===== src/rtl/kyber_hpm_host_if.sv =====
// kyber_hpm_host_if
// Host-side streaming wrapper around the Kyber polynomial core. One command
// stages N coefficients from the s_* stream and loads them into the core in
// the core's interleaved order. It then starts the transform, waits for done,
// reads the result back into the same staging buffer and drains it in natural
// order on the m_* stream.
// Optional feature: define HOSTIF_DONE_TMO_EN to build a watchdog on done
// (TMO cycles in WAIT without done -> ERR, err=1 until reset).
//
// Handshake rule (cmd_*, s_*, m_*): a transfer happens on a rising edge where
// valid and ready are both high. The valid side holds its data stable until
// that edge. The ready side may raise or drop ready on any cycle.
//
// N must be a power of two (>= 4): the load and capture orders are bit
// permutations of the index counter.
module kyber_hpm_host_if #(
    parameter int DW  = 12,
    parameter int N   = 256,
    parameter int TMO = 4096
) (
    input  logic          clk,
    input  logic          reset,
    input  logic          cmd_valid,
    output logic          cmd_ready,
    input  logic          cmd_intt,
    input  logic          cmd_sel_b,
    input  logic          s_valid,
    output logic          s_ready,
    input  logic [DW-1:0] s_data,
    output logic          m_valid,
    input  logic          m_ready,
    output logic [DW-1:0] m_data,
    output logic          load_a_f,
    output logic          load_a_i,
    output logic          load_b_f,
    output logic          load_b_i,
    output logic          read_a,
    output logic          read_b,
    output logic          start_ab,
    output logic          start_fntt,
    output logic          start_intt,
    output logic          start_pwm2,
    output logic [DW-1:0] din,
    input  logic [DW-1:0] dout,
    input  logic          done,
    output logic          busy,
    output logic          err,
    output logic [3:0]    dbg_state
);
    localparam int AW = $clog2(N);
    localparam int CW = $clog2(N + 1);
    localparam logic [CW-1:0] CNT_ONE  = CW'(1);
    localparam logic [CW-1:0] CNT_LAST = CW'(N - 1);
    localparam logic [CW-1:0] CNT_FULL = CW'(N);

    typedef enum logic [3:0] {
        S_IDLE, S_FILL, S_LOAD, S_GAP1, S_START, S_GAP2, S_WAIT,
        S_RGAP0, S_READ, S_RGAP, S_CAPT, S_DRAIN, S_ERR
    } state_t;

    state_t        state, state_nx;
    logic [CW-1:0] cnt;
    logic          cnt_inc;
    logic          op_intt, op_sel_b;
    logic          enter_load;
    logic [DW-1:0] buffer [N];
    logic [AW-1:0] idx, load_addr, capt_addr;

    // LOAD sends 4k+0, 4k+2, 4k+1, 4k+3: the two low index bits swapped.
    // CAPT writes m, m+N/2 alternately: the index rotated right by one.
    assign idx       = cnt[AW-1:0];
    assign load_addr = {idx[AW-1:2], idx[0], idx[1]};
    assign capt_addr = {idx[0], idx[AW-1:1]};

    assign cmd_ready  = (state == S_IDLE);
    assign busy       = (state != S_IDLE);
    assign s_ready    = (state == S_FILL);
    assign m_valid    = (state == S_DRAIN);
    assign m_data     = (state == S_DRAIN) ? buffer[idx] : '0;
    assign start_pwm2 = 1'b0;
    assign dbg_state  = state;
    assign enter_load = (state == S_FILL) && (state_nx == S_LOAD);

`ifdef HOSTIF_DONE_TMO_EN
    localparam int TW = (TMO > 1) ? $clog2(TMO) : 1;
    logic [TW-1:0] tmo_cnt;
    logic          tmo_hit;

    // Count cycles spent in WAIT; cleared whenever the block is elsewhere.
    always_ff @(posedge clk or negedge reset) begin
        if (!reset)              tmo_cnt <= '0;
        else if (state == S_WAIT) tmo_cnt <= tmo_cnt + 1'b1;
        else                     tmo_cnt <= '0;
    end

    assign tmo_hit = (tmo_cnt == TW'(TMO - 1));

    // err follows entry into ERR, which only reset leaves.
    always_ff @(posedge clk or negedge reset) begin
        if (!reset) err <= 1'b0;
        else        err <= (state_nx == S_ERR);
    end
`else
    // Constant 0 for any legal TMO: the watchdog is not built.
    assign err = (TMO < 0);
`endif

    // Next-state logic: fixed-length phases count on cnt, the stream phases
    // advance only on accepted beats.
    always_comb begin
        state_nx = state;
        cnt_inc  = 1'b0;
        case (state)
            S_IDLE:  if (cmd_valid) state_nx = S_FILL;
            S_FILL: begin
                cnt_inc = s_valid;
                if (s_valid && cnt == CNT_LAST) state_nx = S_LOAD;
            end
            S_LOAD: begin
                cnt_inc = 1'b1;
                if (cnt == CNT_FULL) state_nx = S_GAP1;
            end
            S_GAP1: begin
                cnt_inc = 1'b1;
                if (cnt == CNT_ONE) state_nx = S_START;
            end
            S_START: state_nx = S_GAP2;
            S_GAP2: begin
                cnt_inc = 1'b1;
                if (cnt == CNT_ONE) state_nx = S_WAIT;
            end
            S_WAIT: begin
                if (done) state_nx = S_RGAP0;
`ifdef HOSTIF_DONE_TMO_EN
                else if (tmo_hit) state_nx = S_ERR;
`endif
            end
            S_RGAP0: state_nx = S_READ;
            S_READ:  state_nx = S_RGAP;
            S_RGAP: begin
                cnt_inc = 1'b1;
                if (cnt == CNT_ONE) state_nx = S_CAPT;
            end
            S_CAPT: begin
                cnt_inc = 1'b1;
                if (cnt == CNT_LAST) state_nx = S_DRAIN;
            end
            S_DRAIN: begin
                cnt_inc = m_ready;
                if (m_ready && cnt == CNT_LAST) state_nx = S_IDLE;
            end
            S_ERR:   state_nx = S_ERR;
            default: state_nx = S_IDLE;
        endcase
    end

    // State, phase counter (cleared on every state change) and command latch.
    always_ff @(posedge clk or negedge reset) begin
        if (!reset) begin
            state    <= S_IDLE;
            cnt      <= '0;
            op_intt  <= 1'b0;
            op_sel_b <= 1'b0;
        end else begin
            state <= state_nx;
            if (state_nx != state) cnt <= '0;
            else if (cnt_inc)      cnt <= cnt + 1'b1;
            if (state == S_IDLE && cmd_valid) begin
                op_intt  <= cmd_intt;
                op_sel_b <= cmd_sel_b;
            end
        end
    end

    // Core control pulses, registered so each is high for exactly the
    // LOAD-entry, START or READ cycle.
    always_ff @(posedge clk or negedge reset) begin
        if (!reset) begin
            load_a_f   <= 1'b0;
            load_a_i   <= 1'b0;
            load_b_f   <= 1'b0;
            load_b_i   <= 1'b0;
            start_fntt <= 1'b0;
            start_intt <= 1'b0;
            start_ab   <= 1'b0;
            read_a     <= 1'b0;
            read_b     <= 1'b0;
        end else begin
            load_a_f   <= enter_load && !op_sel_b && !op_intt;
            load_a_i   <= enter_load && !op_sel_b &&  op_intt;
            load_b_f   <= enter_load &&  op_sel_b && !op_intt;
            load_b_i   <= enter_load &&  op_sel_b &&  op_intt;
            start_fntt <= (state_nx == S_START) && !op_intt;
            start_intt <= (state_nx == S_START) &&  op_intt;
            start_ab   <= (state_nx == S_START) &&  op_sel_b;
            read_a     <= (state_nx == S_READ)  && !op_sel_b;
            read_b     <= (state_nx == S_READ)  &&  op_sel_b;
        end
    end

    // din shows one permuted coefficient per cycle after the load pulse,
    // 0 at all other times.
    always_ff @(posedge clk or negedge reset) begin
        if (!reset)                               din <= '0;
        else if (state == S_LOAD && cnt != CNT_FULL) din <= buffer[load_addr];
        else                                      din <= '0;
    end

    // Staging buffer: filled from s_data, later overwritten by captured dout.
    always_ff @(posedge clk) begin
        if (state == S_FILL && s_valid) buffer[idx]       <= s_data;
        else if (state == S_CAPT)       buffer[capt_addr] <= dout;
    end
endmodule


===== config.mk =====
export PLATFORM = sky130hd
export DESIGN_NAME = kyber_hpm_host_if
export DESIGN_NICKNAME = d
export VERILOG_FILES = /design/src/rtl/kyber_hpm_host_if.sv
export SDC_FILE = /design/constraint.sdc
export NUM_CORES = 2
export LEC_CHECK = 0
export ABC_CLOCK_PERIOD_IN_PS = 5950
export CORE_ASPECT_RATIO = 1.1
export CORE_MARGIN = 10
export CORE_UTILIZATION = 47
export CTS_CLUSTER_SIZE = 20
export DETAILED_ROUTE_END_ITERATION = 6
export PLACE_DENSITY = 0.68
export RECOVER_POWER = 100
export SYNTH_ARGS = -nofsm -noshare
export SYNTH_HDL_FRONTEND = slang
export SYNTH_SLANG_ARGS = --single-unit
export TNS_END_PERCENT = 1

===== constraint.sdc =====
create_clock -name clk -period 5.95 [get_ports clk]
set_input_delay 0.595 -clock clk [delete_from_list [all_inputs] [get_ports clk]]
set_output_delay 0.595 -clock clk [all_outputs]
set_load 0.02 [all_outputs]

Word-level counts from Yosys, hierarchy flattened
Memories as Yosys holds them, arrays and structs flattened.
Cells that the tools add are included.

word-level totals
  bits in registers = 36
  memory bits (writable) = 3072
  input bits = 32
  output and inout port bits = 43
  word-level logic and storage cells = 83
  memories kept = 1

memory list
  memory  words  bits a word  read ports  clocked after Yosys merged registers in  wr ports  line  RTL
  buffer  256    12           2           0                                        1         66    logic [DW-1:0] buffer [N];

cells by class
  add/subtract/negate cells = 1
  eq/ne operators = 20
  muxes and demuxes = 23
  reductions and logical operators = 24

operator list
  cell                                                 number
  one-hot mux 4 bit (13 select lines)                  1
  two-way mux 12 bit                                   3
  two-way mux 4 bit                                    9
  equality test 4 bit, second input constant           6
  equality test 4 x 3 -> 1 bit, second input constant  5
  two-way mux 9 bit                                    2
  logical AND 1 bit                                    17
  equality test 4 x 2 -> 1 bit, second input constant  3
  OR reduction 12 bit                                  1
  adder 9 x 1 -> 9 bit, second input constant          1
  equality test 9 x 1 -> 1 bit, second input constant  1
  equality test 9 x 8 -> 1 bit, second input constant  1
  equality test 9 bit, second input constant           1
  inequality test 9 bit, second input constant         1
  two-way mux 8 bit                                    1
  two-way mux 1 bit                                    6
  OR reduction 5 bit                                   1
  equality test 4 x 1 -> 1 bit, second input constant  1
  zero test 4 bit                                      1
  inequality test 4 bit                                1
  nonzero test 4 bit                                   1
  one-hot mux 1 bit (3 select lines)                   1
  zero test 1 bit                                      2
  nonzero test 2 bit                                   1

Longest topological paths before layout
  depth in word-level cells = 8
  depth in mapped cells = 15
  gate-level depth less buffers = 11

Worst setup path before layout
No wires, ideal clock.

  kind = register to register
  start point = register state[3] (netlist: dbg_state[3])
  end point = memory buffer[0][10], data pin
  setup time = 0.823 ns
  arrival time = 4.873 ns
  data required time = 5.127 ns
  path slack = 0.255 ns
  cell stages (with the launch flop) = 8
  path buffers = 4
  period minus slack after synthesis = 5.695 ns
  cells stage by stage = dfrtp_1 clkbuf_1 nor4bb_1 clkbuf_1 clkbuf_1 buf_1 nand2_1 nand2_1

between the ends
  cells in the longest elaborated chain, start to end = 6
  elaborated cells on any way between the ends = 8
  classes of those cells = eq/ne: 2; mux: 4; reduce/logical: 2

RTL lines
  element                                                              line      RTL
  start: declaration                                                   61        state_t state, state_nx;
  start signal: assignment                                             165       state <= state_nx;
  equality test 4 bit or equality test 4 x 1 -> 1 bit (tied branches)  212, 211
  two-way mux 1 bit or logical AND 1 bit (tied branches)               212, 211
  two-way mux 1 bit *                                                  211       if (state == S_FILL && s_valid) buffer[idx] <= s_data;
  two-way mux 1 bit (implied by the code) *                            212       else if (state == S_CAPT) buffer[capt_addr] <= dout;
  OR reduction 12 bit (no source line) *                               -
  two-way mux 12 bit (no source line) *                                -
  end: declaration                                                     66

Mark *: on every way between the ends. The rest lies on a longest branch, timed or not.

Worst setup path in the final report
  start point = register cnt[5]
  end point = output m_data[1]

between the ends
  cells in the longest elaborated chain, start to end = 2

RTL lines
  element                   line  RTL
  start: declaration        62    logic [CW-1:0] cnt;
  start signal: assignment  167   else if (cnt_inc) cnt <= cnt + 1'b1;
  memory (256 x 12 bit)     -
  two-way mux 12 bit        79    assign m_data = (state == S_DRAIN) ? buffer[idx] : '0;
  end: declaration          32    output logic [DW-1:0] m_data,

Every way passes these cells.

==> impl_metrics.json <==
{
  "ys_warn_count": 0,
  "die_y_um": 603,
  "cp_max_fo": 22,
  "cts_made_buffers": 320,
  "multiInputGateArea_sq_um": 48900,
  "slowest_delay_ps": 1110,
  "path_class": "reg2out",
  "ir_drop_mv": 0.251,
  "synth_edf_count": 3072,
  "synthCells": 7366,
  "rsz0062_at_grt": "true",
  "critical_path.cell_chain": "buf_4 > nor2_1 > nand2_1 > o31ai_1 > nor4_1 > a31oi_1 > a211oi_2 > buf_12",
  "end_kind": "primary output",
  "timing.rr.start": "dbg_state[1]",
  "cap_violations": 18,
  "ys.flop_type": "edfxtp_1",
  "netlist_area_sq_um": 145000,
  "overflow": 0,
  "min_period_over_period_pct": 104,
  "ys_types": 80,
  "tritoncts": "built",
  "grt_usage_pct": 27.7,
  "reg2reg_to": "buffer[181][2]",
  "crit_slowest_cell": "o31ai_1",
  "ant_nets": 1,
  "required_ps": 5360,
  "violations": "antenna rules, DRC, capacitance limit, slew limit, setup timing",
  "ios": 75,
  "synth-xor-area-share_pct": 0.0482,
  "hold_end": "op_intt",
  "startpoint_type": "register",
  "p_leak_uw": 0.0536,
  "r2r_slack_ps": -160,
  "grt_start_max_net_pins": 254,
  "portBuffers": 72,
  "max_clock_freq_mhz": 162,
  "relSlewSlack_pct": -109,
  "route.vias.total": 85000,
  "hp-class": "in2reg",
  "setup_ws_ps": -218,
  "syn_area_per_cell_sq_um": 19.7,
  "insertion_delay_ps": 930,
  "fillers": 23700,
  "drc": 5,
  "viasPerCell": 6.97,
  "async_flop_share_pct": 1.16,
  "setup_viol": 198,
  "synthSimpleGateAreaFrac_pct": 3.35,
  "worst_pin_slew_ps": 3130,
  "core-area_sq_um": 308000,
  "synth_mux_area_share_pct": 26.9,
  "yosysSeqAreaShare_pct": 64.1,
  "area_delta_synth_final_pct": 12.5,
  "nNetsFinal": 7830,
  "die_w_um": 550,
  "place_ws_ps": 360,
  "first_global_vias": 84200,
  "layout-drive-gt1-share_pct": 35.1,
  "num_rows": 214,
  "clockBufferDepth": 4,
  "post-route-min-period_ps": 6170,
  "fin_hold_ws_ps": 315,
  "drt-initial-drc-count": 12900,
  "p_total_uw": 44300,
  "h-tree-depth": 5,
  "antenna_found_initial": 30,
  "slew_violations": 1759,
  "hold_depth": 2,
  "drtPass1Iterations": 7,
  "ys_ff_latch": 3108,
  "wire_per_inst_um": 38.2,
  "post-dp-hpwl_mm": 306,
  "synth_adder_area_share_pct": 0.0430,
  "reg2regPathDepth": 8,
  "power_switching_uw": 8920,
  "place.gp.congestion": 0.976,
  "die-area_sq_um": 332000,
  "clock-sinks": 3108,
  "stdcell_area_sq_um": 164000,
  "path_clk_slew_ps": 60,
  "cp.arrival_ps": 5570,
  "cts_root_buf": "clkbuf_16",
  "seq_power_share_pct": 54.4,
  "initial_core_util_pct": 47.1,
  "clockPowerShare_pct": 44.7,
  "p_int_uw": 35300,
  "hold_violations": 0,
  "status": "finished, violations left",
  "register_area_sq_um": 93200,
  "fin_skew_ps": 73.1,
  "grt_pass1_wl_mm": 652,
  "place_area_sq_um": 153000,
  "synth_compound_area_share_pct": 3.11,
  "switching_share_pct": 20.2,
  "p_comb_share_pct": 0.9,
  "powerDensity_nw_per_um2": 271,
  "synth_top_family_by_area": "multiplexers",
  "wl_mm": 466,
  "hp-start": "cmd_intt"
}
-- repair_timing --
item / CTS / global route
endpoints found under the hold margin: 36 / 0
resized for setup: 21 / 9
cloned: 0 / 1
pin swaps: 0 / 1
setup endpoints to repair: 11 / 9
hold buffers: 1 / 0
buffers inserted: 2 / 0
-- metrics by stage --
stage	TNS, ps	utilization [%]	std cells
2_1_floorplan	0	-	7367
3_3_place_gp	0	49.7	11600
3_5_place_dp	0	49.7	11600
4_1_cts	-63.8	53.0	12100
5_1_grt	-272	53.0	12200
6_report	-15190	53.0	12200
-- sequential cells by signal (all words and copies together), names as in the netlist, 4 cells and up --
| register | flops |
|---|---|
| buffer | 3072 |
| cnt | 9 |
| din | 12 |
| dbg_state | 4 |
-- layout make-up --
class	instances	area share, %
diodes	37	0.0566
flip-flops and latches	3108	57.0
repair buffers	703	3.70
inverters	30	0.0834
clock buffers	410	5.21
clock inverters	163	0.926
well taps	4104	3.14
multi-input cells	3630	29.9
-- layer usage --
metal	wire, um	part of all wire [%]	global-route usage, %	vias up
li1	-	-	-	32500
met3	60900	13	8.85	1389
met4	38000	8.2	18.1	12
met5	80	0.017	0	-
met2	210000	45	41.2	6150
met1	156000	34	35.0	44900
-- worst max-delay path: cells and delay by family, from the launching register on --
kind / cells / cell delay, ps
flops: 1 / 700
buf+inv: 2 / 570
simple gates: 3 / 1300
compound gates: 3 / 2010
-- power groups by stage --
| stage | Combinational, uW | Sequential (uW) | Clock (uW) |
|---|---|---|---|
| 2_1_floorplan | 174 | 24600 | 0 |
| 3_3_place_gp | 392 | 24500 | 0 |
| 5_1_grt | 437 | 24100 | 20800 |
| 6_report | 404 | 24100 | 19800 |
| 4_1_cts | 420 | 24100 | 19900 |
| 3_5_place_dp | 421 | 24500 | 0 |
-- Yosys cell counts (11+ instances only) --
| cell type | n | share of area [%] |
|---|---|---|
| a2111oi_0 | 12 | 0.072 |
| a211o_1 | 11 | 0.066 |
| a211oi_1 | 43 | 0.22 |
| a21o_1 | 11 | 0.057 |
| a21oi_1 | 112 | 0.39 |
| a221oi_1 | 11 | 0.066 |
| a22oi_1 | 17 | 0.088 |
| a31oi_1 | 24 | 0.10 |
| a32oi_1 | 14 | 0.084 |
| and2_1 | 13 | 0.056 |
| and3_1 | 11 | 0.047 |
| buf_1 | 37 | 0.096 |
| buf_2 | 212 | 0.73 |
| buf_4 | 141 | 0.73 |
| buf_6 | 56 | 0.43 |
| clkbuf_1 | 153 | 0.39 |
| dfrtp_1 | 36 | 0.62 |
| edfxtp_1 | 3072 | 63 |
| inv_1 | 28 | 0.072 |
| mux2_2 | 26 | 0.20 |
| mux2i_1 | 129 | 0.89 |
| mux4_2 | 1668 | 26 |
| nand2_1 | 255 | 0.66 |
| nand2b_1 | 51 | 0.22 |
| nand3_1 | 55 | 0.19 |
| nor2_1 | 592 | 1.5 |
| nor2b_1 | 30 | 0.13 |
| nor3_1 | 70 | 0.24 |
| o2111ai_1 | 28 | 0.17 |
| o211ai_1 | 26 | 0.13 |
| o21ai_0 | 95 | 0.33 |
| o21ai_1 | 24 | 0.083 |
| o221ai_1 | 18 | 0.11 |
| o22ai_1 | 71 | 0.31 |
| o311ai_0 | 32 | 0.19 |
| o31ai_1 | 16 | 0.083 |
| o32ai_1 | 13 | 0.078 |
| or3_1 | 14 | 0.060 |
-- cells in the final DEF (no fill, tap or decap), types with 26 or more instances in the layout --
master / Yosys / routed
a211oi_1: 43 / 40
a21oi_1: 112 / 112
buf_12: 0 / 47
buf_4: 141 / 553
clkbuf_1: 153 / 96
clkbuf_16: 0 / 328
clkdlybuf4s50_1: 0 / 33
clkinv_1: 1 / 64
clkinv_2: 0 / 48
dfrtp_1: 36 / 28
diode_2: 0 / 37
dlygate4sd3_1: 0 / 27
edfxtp_1: 3072 / 3072
mux2_2: 26 / 26
mux2i_1: 129 / 127
mux4_2: 1668 / 1668
nand2_1: 255 / 235
nand2b_1: 51 / 50
nand3_1: 55 / 55
nor2_1: 592 / 589
nor2b_1: 30 / 28
nor3_1: 70 / 69
o2111ai_1: 28 / 28
o211ai_1: 26 / 26
o21ai_0: 95 / 94
o22ai_1: 71 / 69
o311ai_0: 32 / 28
-- kinds of logic (layout without fill, tap and decap cells) --
logic type                 count (synthesis)  after routing
adders and majority gates                  5              5
buffers and inverters                    629           1306
DFF                                     3108           3108
AOI/OAI and AO/OA                        655            655
xor gates and xnor gates                   8              8
other                                      1             39
and+or+nand+nor                         1137           1137
muxes                                   1823           1823
-- how the worst max path moves through the flow --
stage | from | endpoint | slack (ps)
5_1_grt | cnt[0] | m_data[2] | -80
3_5_place_dp | cnt[1] | m_data[4] | 360
2_1_floorplan | dbg_state[3] | buffer[0][10] | 250
3_3_place_gp | cnt[1] | m_data[4] | 340
4_1_cts | cnt[1] | m_data[5] | -40
6_report | cnt[5] | m_data[1] | -220
Note: power is estimated with default switching activity, not from simulation.
